**config.mk**
```make
export PLATFORM = sky130hd
export DESIGN_NAME = jtsdram_multichk
export DESIGN_NICKNAME = d
export VERILOG_FILES = /design/src/rtl/jtsdram_multichk.sv
export SDC_FILE = /design/constraint.sdc
export NUM_CORES = 1
export LEC_CHECK = 0
export ABC_AREA = 1
export CAP_MARGIN = 30
export CORE_MARGIN = 4
export CORE_UTILIZATION = 53
export CTS_BUF_LIST = sky130_fd_sc_hd__clkbuf_16
export DETAILED_ROUTE_END_ITERATION = 7
export MAX_ROUTING_LAYER = met4
export PLACE_DENSITY_LB_ADDON = 0.15
export SETUP_SLACK_MARGIN = 0.3
export SLEW_MARGIN = 20
export SYNTH_ARGS = -nofsm -noshare
export SYNTH_HDL_FRONTEND = slang
export SYNTH_SLANG_ARGS = --single-unit
```
**constraint.sdc**
```tcl
create_clock -name clk -period 2.8 [get_ports clk]
set_input_delay 0.42 -clock clk [delete_from_list [all_inputs] [get_ports clk]]
set_output_delay 0.42 -clock clk [all_outputs]
set_load 0.005 [all_outputs]
```
**src/rtl/jtsdram_multichk.sv**
```systemverilog
// jtsdram_multichk: SDRAM bank checker for the JTSDRAM test core.
// Each of BANKS channels walks a pseudo-random sequence of even addresses.
// A read-only bank reads each address and compares the word against a
// pattern derived from the address. A read/write bank first writes the
// LFSR upper half, then reads the same address back and compares.
// Ports:
//   clk, rst_n (sync, active-low), enable, clr_bad  - control
//   ba_addr/ba_rd/ba_wr/ba_din/ba_din_m             - requests to controller
//   ba_ack/ba_rdy/data_read                         - controller responses
//   bad/tmo (sticky), ok (pulse)                    - per-bank status

module jtsdram_multichk_bank #(
    parameter int          AW   = 22,
    parameter bit          RW   = 1'b0,
    parameter logic [31:0] SEED = 32'h1,
    parameter logic [7:0]  TMO  = 8'd200
) (
    input  logic          clk,
    input  logic          rst_n,
    input  logic          enable,
    input  logic          clr_bad,
    input  logic          ack,
    input  logic          rdy,
    input  logic [31:0]   data_read,
    output logic [AW-1:0] addr,
    output logic          rd,
    output logic          wr,
    output logic [15:0]   din,
    output logic          bad,
    output logic          tmo,
    output logic          ok
);
    typedef enum logic [2:0] {IDLE, REQ, WAIT, CHECK, NEXT} state_t;

    state_t      state, state_nx;
    logic [31:0] lfsr;
    logic        wphase;    // current REQ/WAIT is the write half of a pair
    logic [7:0]  cnt;
    logic [31:0] dat;
    logic        tmo_hit;
    logic        match;

    function automatic logic [15:0] pat(input logic [AW-1:0] x);
        logic [AW-1:0] hi;
        hi = x >> 16;
        return x[15:0] ^ hi[15:0];
    endfunction

    // Timeout fires on the WAIT cycle that would bring the count to TMO;
    // a rdy in that same cycle still wins.
    assign tmo_hit = (state == WAIT) && !rdy && (cnt == TMO - 8'd1);

    always_comb begin
        if (RW) match = (dat[15:0] == din);
        else    match = (dat == {pat(addr | AW'(1)), pat(addr)});
    end

    always_ff @(posedge clk) begin
        if (!rst_n) state <= IDLE;
        else        state <= state_nx;
    end

    always_comb begin
        state_nx = state;
        case (state)
            IDLE:  if (enable) state_nx = REQ;
            REQ:   if (ack) state_nx = WAIT;
            // A finished write always continues to its read-back, even
            // when enable has dropped.
            WAIT:  if (rdy) state_nx = wphase ? REQ : CHECK;
                   else if (tmo_hit) state_nx = NEXT;
            CHECK: state_nx = NEXT;
            NEXT:  state_nx = IDLE;
            default: state_nx = IDLE;
        endcase
    end

    always_comb begin
        rd = (state == REQ) && !wphase;
        wr = (state == REQ) && wphase;
    end

    always_ff @(posedge clk) begin
        if (!rst_n) begin
            lfsr   <= SEED;
            addr   <= '0;
            din    <= '0;
            wphase <= 1'b0;
            cnt    <= '0;
            dat    <= '0;
            bad    <= 1'b0;
            tmo    <= 1'b0;
            ok     <= 1'b0;
        end else begin
            ok <= 1'b0;
            // Flags raised below in the same cycle override the clear.
            if (clr_bad) begin
                bad <= 1'b0;
                tmo <= 1'b0;
            end
            case (state)
                IDLE: if (enable) begin
                    addr   <= {lfsr[AW-1:1], 1'b0};
                    din    <= RW ? lfsr[31:16] : 16'h0;
                    wphase <= RW;
                end
                REQ:  cnt <= '0;
                WAIT: begin
                    if (rdy) begin
                        dat    <= data_read;
                        wphase <= 1'b0;
                    end else begin
                        cnt <= cnt + 8'd1;
                    end
                    if (tmo_hit) begin
                        tmo <= 1'b1;
                        bad <= 1'b1;
                    end
                end
                CHECK: if (match) ok <= 1'b1;
                       else       bad <= 1'b1;
                NEXT: lfsr <= {lfsr[30:0], lfsr[31] ^ lfsr[21] ^ lfsr[1] ^ lfsr[0]};
                default: ;
            endcase
        end
    end
endmodule

module jtsdram_multichk #(
    parameter int          BANKS   = 4,
    parameter int          AW      = 22,
    parameter logic [3:0]  RW_MASK = 4'b0001,
    parameter logic [31:0] SEED    = 32'h1234_5678,
    parameter logic [7:0]  TMO     = 8'd200
) (
    input  logic                  clk,
    input  logic                  rst_n,
    input  logic                  enable,
    input  logic                  clr_bad,
    output logic [BANKS*AW-1:0]   ba_addr,
    output logic [BANKS-1:0]      ba_rd,
    output logic [BANKS-1:0]      ba_wr,
    output logic [16*BANKS-1:0]   ba_din,
    output logic [2*BANKS-1:0]    ba_din_m,
    input  logic [BANKS-1:0]      ba_ack,
    input  logic [BANKS-1:0]      ba_rdy,
    input  logic [31:0]           data_read,
    output logic [BANKS-1:0]      bad,
    output logic [BANKS-1:0]      tmo,
    output logic [BANKS-1:0]      ok
);
    assign ba_din_m = '0;

    for (genvar b = 0; b < BANKS; b++) begin : g_bank
        // An all-zero seed would lock the LFSR, so it is replaced by 1.
        localparam logic [31:0] S0 = SEED ^ 32'(b);
        localparam logic [31:0] S  = (S0 == 32'd0) ? 32'd1 : S0;

        jtsdram_multichk_bank #(
            .AW(AW), .RW(RW_MASK[b]), .SEED(S), .TMO(TMO)
        ) u_bank (
            .clk       (clk),
            .rst_n     (rst_n),
            .enable    (enable),
            .clr_bad   (clr_bad),
            .ack       (ba_ack[b]),
            .rdy       (ba_rdy[b]),
            .data_read (data_read),
            .addr      (ba_addr[b*AW +: AW]),
            .rd        (ba_rd[b]),
            .wr        (ba_wr[b]),
            .din       (ba_din[b*16 +: 16]),
            .bad       (bad[b]),
            .tmo       (tmo[b]),
            .ok        (ok[b])
        );
    end
endmodule

```
* Word level (Yosys, flattened, before mapping)
Cells that the tools add are included.
Operators by class: $add $sub $neg 4, multipliers 0, div/mod/pow operators 0, $lt $le $gt $ge 0, equal/unequal tests 44, shifts and indexed selects 0, multiplexer cells 71, bitwise logic cells 18, reduce and logical (&&, ||, !) cells 60
Operator list (count):
- equality test 32 bit | 3
- XOR 16 x 6 -> 16 bit | 6
- one-hot mux 8 bit (2 select lines) | 4
- one-hot mux 3 bit (4 select lines) | 4
- two-way mux 3 bit | 13
- two-way mux 1 bit | 34
- adder 8 x 1 -> 8 bit, second input constant | 4
- equality test 8 bit, second input constant | 4
- two-way mux 8 bit | 4
- inequality test 2 bit, second input constant | 16
- AND reduction 2 bit | 16
- equality test 3 x 2 -> 1 bit, second input constant | 8
- AND reduction 3 bit | 8
- equality test 16 bit | 1
- logical AND 1 bit | 16
- one-hot mux 1 bit (2 select lines) | 8
- nonzero test 2 bit | 8
- equality test 3 x 1 -> 1 bit, second input constant | 4
- equality test 3 bit, second input constant | 4
- zero test 3 bit | 4
- inequality test 3 x 2 -> 1 bit, second input constant | 4
- XOR 1 bit | 12
- zero test 1 bit | 8
- two-way mux 2 bit | 4
Storage, ports and cells: register bits after elaboration 400, bits in latches 0, bits in writable memories 0, memory bits (read-only) 0, bits of input ports 44, word-level logic and storage cells 234, memories kept 0

* Depth between registers and ports, before layout
word-level depth 6, mapped depth 13, mapped depth without buffers 13

* Cells and area by module
From an unflattened synthesis, not the netlist that was laid out.
Second synthesis, totals: cells, all modules 2350, area, all modules 16752.3 um^2
By module, submodules not included:
- jtsdram_multichk_bank (g_bank[3].u_bank) | times used 1, cells an instance 603, area each 4309.1 um^2
- jtsdram_multichk_bank (g_bank[2].u_bank) | times used 1, cells an instance 602, area each 4265.3 um^2
- jtsdram_multichk_bank (g_bank[1].u_bank) | times used 1, cells an instance 603, area each 4242.8 um^2
- jtsdram_multichk_bank (g_bank[0].u_bank) | times used 1, cells an instance 533, area each 3871.2 um^2
- jtsdram_multichk | times used 1, cells an instance 9, area each 63.8 um^2

* Worst setup path before layout
OpenSTA, ideal clock, no wires.
kind input to register, from input port ba_rdy[0], to register g_bank[0].u_bank.cnt[7], library setup time 0.122 ns, arrival 1.321 ns, required time 2.678 ns, slack 1.357 ns, stages on the path 8, buffers on the path 0, cell sequence inv_1 nand4_1 nand2_2 nand2_1 nor2_2 nand3_1 o21ai_0 a21oi_1
On the way: longest elaborated chain between the ends 2
RTL lines:
- start, declared | RTL line 146 | input logic [BANKS-1:0] ba_rdy,
- inequality test 2 bit (no source line)
- AND reduction 2 bit (no source line)
- end signal, assigned | RTL line 113 | cnt <= cnt + 8'd1;
- end, declared | RTL line 38 | logic [7:0] cnt;
No other way between the ends. A chain may end at the register's enable or synchronous reset.

* Worst setup path in the final report
from register g_bank[2].u_bank.state[0], to output port ba_rd[2]
On the way: longest elaborated chain between the ends 2
RTL lines:
- start, declared | RTL line 35 | state_t state, state_nx;
- start signal, assigned | RTL line 60 | else state <= state_nx;
- equality test 3 x 1 -> 1 bit | RTL line 79 | rd = (state == REQ) && !wphase;
- logical AND 1 bit | RTL line 79
- end, declared | RTL line 141 | output logic [BANKS-1:0] ba_rd,
No other way between the ends.

==> metrics list <==
- The flow ran to the end, and the final reports show no timing, DRC or antenna violations.
- RSZ-0062 raised after global routing: false
* Area leader, netlist: sky130_fd_sc_hd__dfxtp_1
- The number of global-route vias before repair was 13.3k.
- In this run the worst hold path is classified as input port to flop.
* TritonCTS clock tree: yes
* Clock Root Buffer: sky130_fd_sc_hd__clkbuf_16
* Num ports: 224
- The number of different library cells used by synthesis comes to 46.
- Vias per cell: 5.23
- The commonest cells after synthesis are 391 x sky130_fd_sc_hd__dfxtp_1, 373 x sky130_fd_sc_hd__nand2_1, 344 x sky130_fd_sc_hd__nor2_1.
- Clock network latency to the later pin of the worst-skew pair: 530 ps
- Hold repair after CTS inserted 0 buffers.
- Wire length per cell after detailed routing: 15.3 µm
* Power after layout: 16.4 mW
- Worst setup path endpoint: ba_rd[2]
- Number of levels the H-tree was split into: 2
- Reg-to-reg endpoint: g_bank[3].u_bank.dat[27]
* Main synth FF type: sky130_fd_sc_hd__dfxtp_1
- Footprint of the multi-input gates: 7180 µm²
- Measured against its own limit, the worst slew margin works out to 44.6%.
* Cells after Synth: 2258
- Final hold violations: 0
* Antenna violations before repair: 0
- Type of the worst setup path: flop to output port
- Post-CTS setup buffers: 0
- Required time reported for the critical path endpoint: 2380 ps
- Largest clock skew in the final design: 14.5 ps
* Highest net fanout along the worst path: 4
- Initial detailed-routing violation count: 1035
- The finished cells cover 19300 µm².
* Die extent in x: 185 µm
- Portion of the post-synthesis area used by sequential elements: 47.2%
- Share of the clock period used by the worst path: 81.8%
- Count of synthesis-stage warnings from yosys: 0
* Combined flip-flop and latch cell area: 7830 µm²
* Total inserted antenna cells: 0
- Row generation in the floorplan step produced 64 rows.
* Yosys top cell area share: 47.2%
- Placed cell areas: 18100 µm²
- Largest cells by area after synthesis: sky130_fd_sc_hd__dfxtp_1 47%, sky130_fd_sc_hd__o21ai_0 8.6%, sky130_fd_sc_hd__nand2_1 8.4%, sky130_fd_sc_hd__nor2_1 7.8%, sky130_fd_sc_hd__a21oi_1 5.9%
* Worst setup path start: g_bank[2].u_bank.state[0]
* Max Slew Vio Count: 0
* CTS clk-pin slew, worst paths: 60 ps
* Largest net degree at the start of global routing: 172
- At the end of the flow, the number of nets in the layout was 2400.
- Counting flops with a built-in enable in the synthesized netlist gives 0.
- Setup violations remaining at the end of the flow were counted as 0.
- Max-cap violations: 0
- For this run the aggregate overflow at the end of global routing stands at 0.
* Share of layout cells above drive strength 1: 5.42%
- Starting utilization of the core area: 53.9%
* CTS Buf Count: 41
- Lkg Pwr: 7.93 nW
- Clock period minus worst slack: 2290 ps
- The average instance in the mapped netlist occupies 7.34 µm².
- Height of the chip: 185 µm
- STA classifies the critical path startpoint as a flop.
- Growth of design area from synthesis to finish: 16.5%
* Die Area: 34200 µm²
* CTS Sinks: 391
- Maximum buffer depth of the clock tree: 3
- Fill cells in the final layout number 2749.
* Core ar.: 30700 µm²
- Before antenna repair, the detailed router went through 6 iterations.
- VDD IR max: 0.463 mV
- Pwr per Cell Area: 847 nW/µm²
- In this run the critical register-to-register path is launched from g_bank[3].u_bank.state[1].
- Register-to-register setup slack: 980 ps
- Along the worst hold path, the cell count comes to 3.
- Input and output buffers added on the ports amount to 160.
- Async set-reset flop share out of synthesis: 0%
* Endpoint kind of the worst setup timing path: output port
- Count of cells along the worst register-to-register path: 7
- After routing, the total negative slack on setup checks comes to 0 ps.
* Tightest Pin Transition: 830 ps
* Number of flip-flops and latches in the synthesized netlist: 391
- The first global-routing pass estimated 67.2 mm of wire.
* Post-synthesis instance area: 16600 µm²
- Critical path arrival: 1870 ps
- For this run, design rule violations remaining after detail routing come to 0.
* F_max: 0.437 GHz
* Most frequent cell after synthesis: sky130_fd_sc_hd__dfxtp_1
- Overall routed net length: 42.3 mm
- Post-route worst hold slack: 408 ps
* Vias post-DR: 14.5k
* Final estimated routing congestion in global placement: 0.866
- Total global routing track utilization: 24.7%
- The count of nets left with antenna violations once routing finished came out at 0.
- Half-perimeter wire length after detailed placement: 28.9 mm
## per-stage QoR
step / util, % / instances / setup WS (ps)
after floorplan: - / 2320 / 1360
after global placement: 58.7 / 2705 / 511
after detailed placement: 58.7 / 2705 / 483
after CTS: 62.8 / 2776 / 383
after global routing: 62.8 / 2776 / 341
final: 62.8 / 2776 / 511
## worst min-delay path by stage
stage | startpoint | end | slack (ps)
final | rst_n | g_bank[3].u_bank.state[1] | 410
after global routing | rst_n | g_bank[3].u_bank.state[1] | 400
after CTS | rst_n | g_bank[3].u_bank.state[1] | 390
after detailed placement | g_bank[3].u_bank.lfsr[27] | g_bank[3].u_bank.lfsr[28] | 440
after global placement | g_bank[3].u_bank.lfsr[24] | g_bank[3].u_bank.lfsr[25] | 440
after floorplan | g_bank[1].u_bank.lfsr[24] | g_bank[1].u_bank.lfsr[25] | 430
## state kept, by name, indices dropped and copies added (netlist names), 12 cells and up
register	count
g_bank.u_bank.cnt	32
g_bank.u_bank.addr	78
g_bank.u_bank.din	16
g_bank.u_bank.dat	112
g_bank.u_bank.lfsr	128
g_bank.u_bank.state	12
## critical path, cell delays in order, from the launching register on
cell and delay, ps:
sky130_fd_sc_hd__dfxtp_1 380, sky130_fd_sc_hd__inv_2 80, sky130_fd_sc_hd__nor3_2 300, sky130_fd_sc_hd__clkdlybuf4s50_1 590
## repair_timing
| action | in CTS | in global routing |
|---|---|---|
| setup endpoints to repair | 0 | 2 |
| resized for setup | 0 | 1 |
| hold endpoints to repair | 0 | 0 |
## report_power, final
part / leakage (nW) / total [mW] / switching [mW] / internal [mW]
Combinational: 4.09 / 4.20 / 2.39 / 1.81
Clock: 0.653 / 5.09 / 2.15 / 2.94
Sequential: 3.18 / 7.08 / 0.707 / 6.37
## per-layer routing
metal  GRT usage, %  wire length, µm
met5              -                0
met4           6.64             1020
met3           3.95             2910
met2           39.2            19600
met1           33.1            18800
## final cells by class
cell class	instances	share of cell area, %
sequential	391	40.5
tap	396	2.56
timing repair buffer	182	9.54
inverter	192	3.74
clock inverter	28	0.907
multi-input combinational	1544	37.2
clock buffer	43	5.57
## placed cells by master (no fill, tap or decap), types with 3 or more instances in the layout
cell type                         instances
sky130_fd_sc_hd__nand2_1                373
sky130_fd_sc_hd__xor2_1                   4
sky130_fd_sc_hd__a31oi_1                  4
sky130_fd_sc_hd__nor2_4                   5
sky130_fd_sc_hd__buf_4                   16
sky130_fd_sc_hd__a21oi_1                195
sky130_fd_sc_hd__nand2_2                 10
sky130_fd_sc_hd__nand3_2                  4
sky130_fd_sc_hd__o21ai_0                286
sky130_fd_sc_hd__o22ai_1                  6
sky130_fd_sc_hd__xnor2_1                 42
sky130_fd_sc_hd__dfxtp_1                391
sky130_fd_sc_hd__inv_1                  186
sky130_fd_sc_hd__nand3_1                125
sky130_fd_sc_hd__nand4_1                 16
sky130_fd_sc_hd__clkdlybuf4s50_1        159
sky130_fd_sc_hd__nor2_1                 344
sky130_fd_sc_hd__nor4_1                   3
sky130_fd_sc_hd__clkinv_1                11
sky130_fd_sc_hd__nand3b_1                 5
sky130_fd_sc_hd__ha_1                     4
sky130_fd_sc_hd__nor3_1                  17
sky130_fd_sc_hd__clkbuf_16               43
sky130_fd_sc_hd__nor2_2                  11
sky130_fd_sc_hd__conb_1                  63
sky130_fd_sc_hd__inv_2                   15
sky130_fd_sc_hd__buf_12                   6
sky130_fd_sc_hd__o211a_1                  4
sky130_fd_sc_hd__or2_2                    3
## logic make-up (layout without fill, tap and decap cells)
kind of cell               Yosys count  after routing  synth area share (%)
and+or+nand+nor                    924            924                  23.4
AOI/OAI and AO/OA                  507            507                  15.7
DFF                                391            391                  47.2
buffers and inverters              385            445                  10.9
xor gates and xnor gates            46             46                  2.43
adders and majority gates            4              4                 0.302
other                                1             63                0.0226
(Power assumes the default switching activity.)
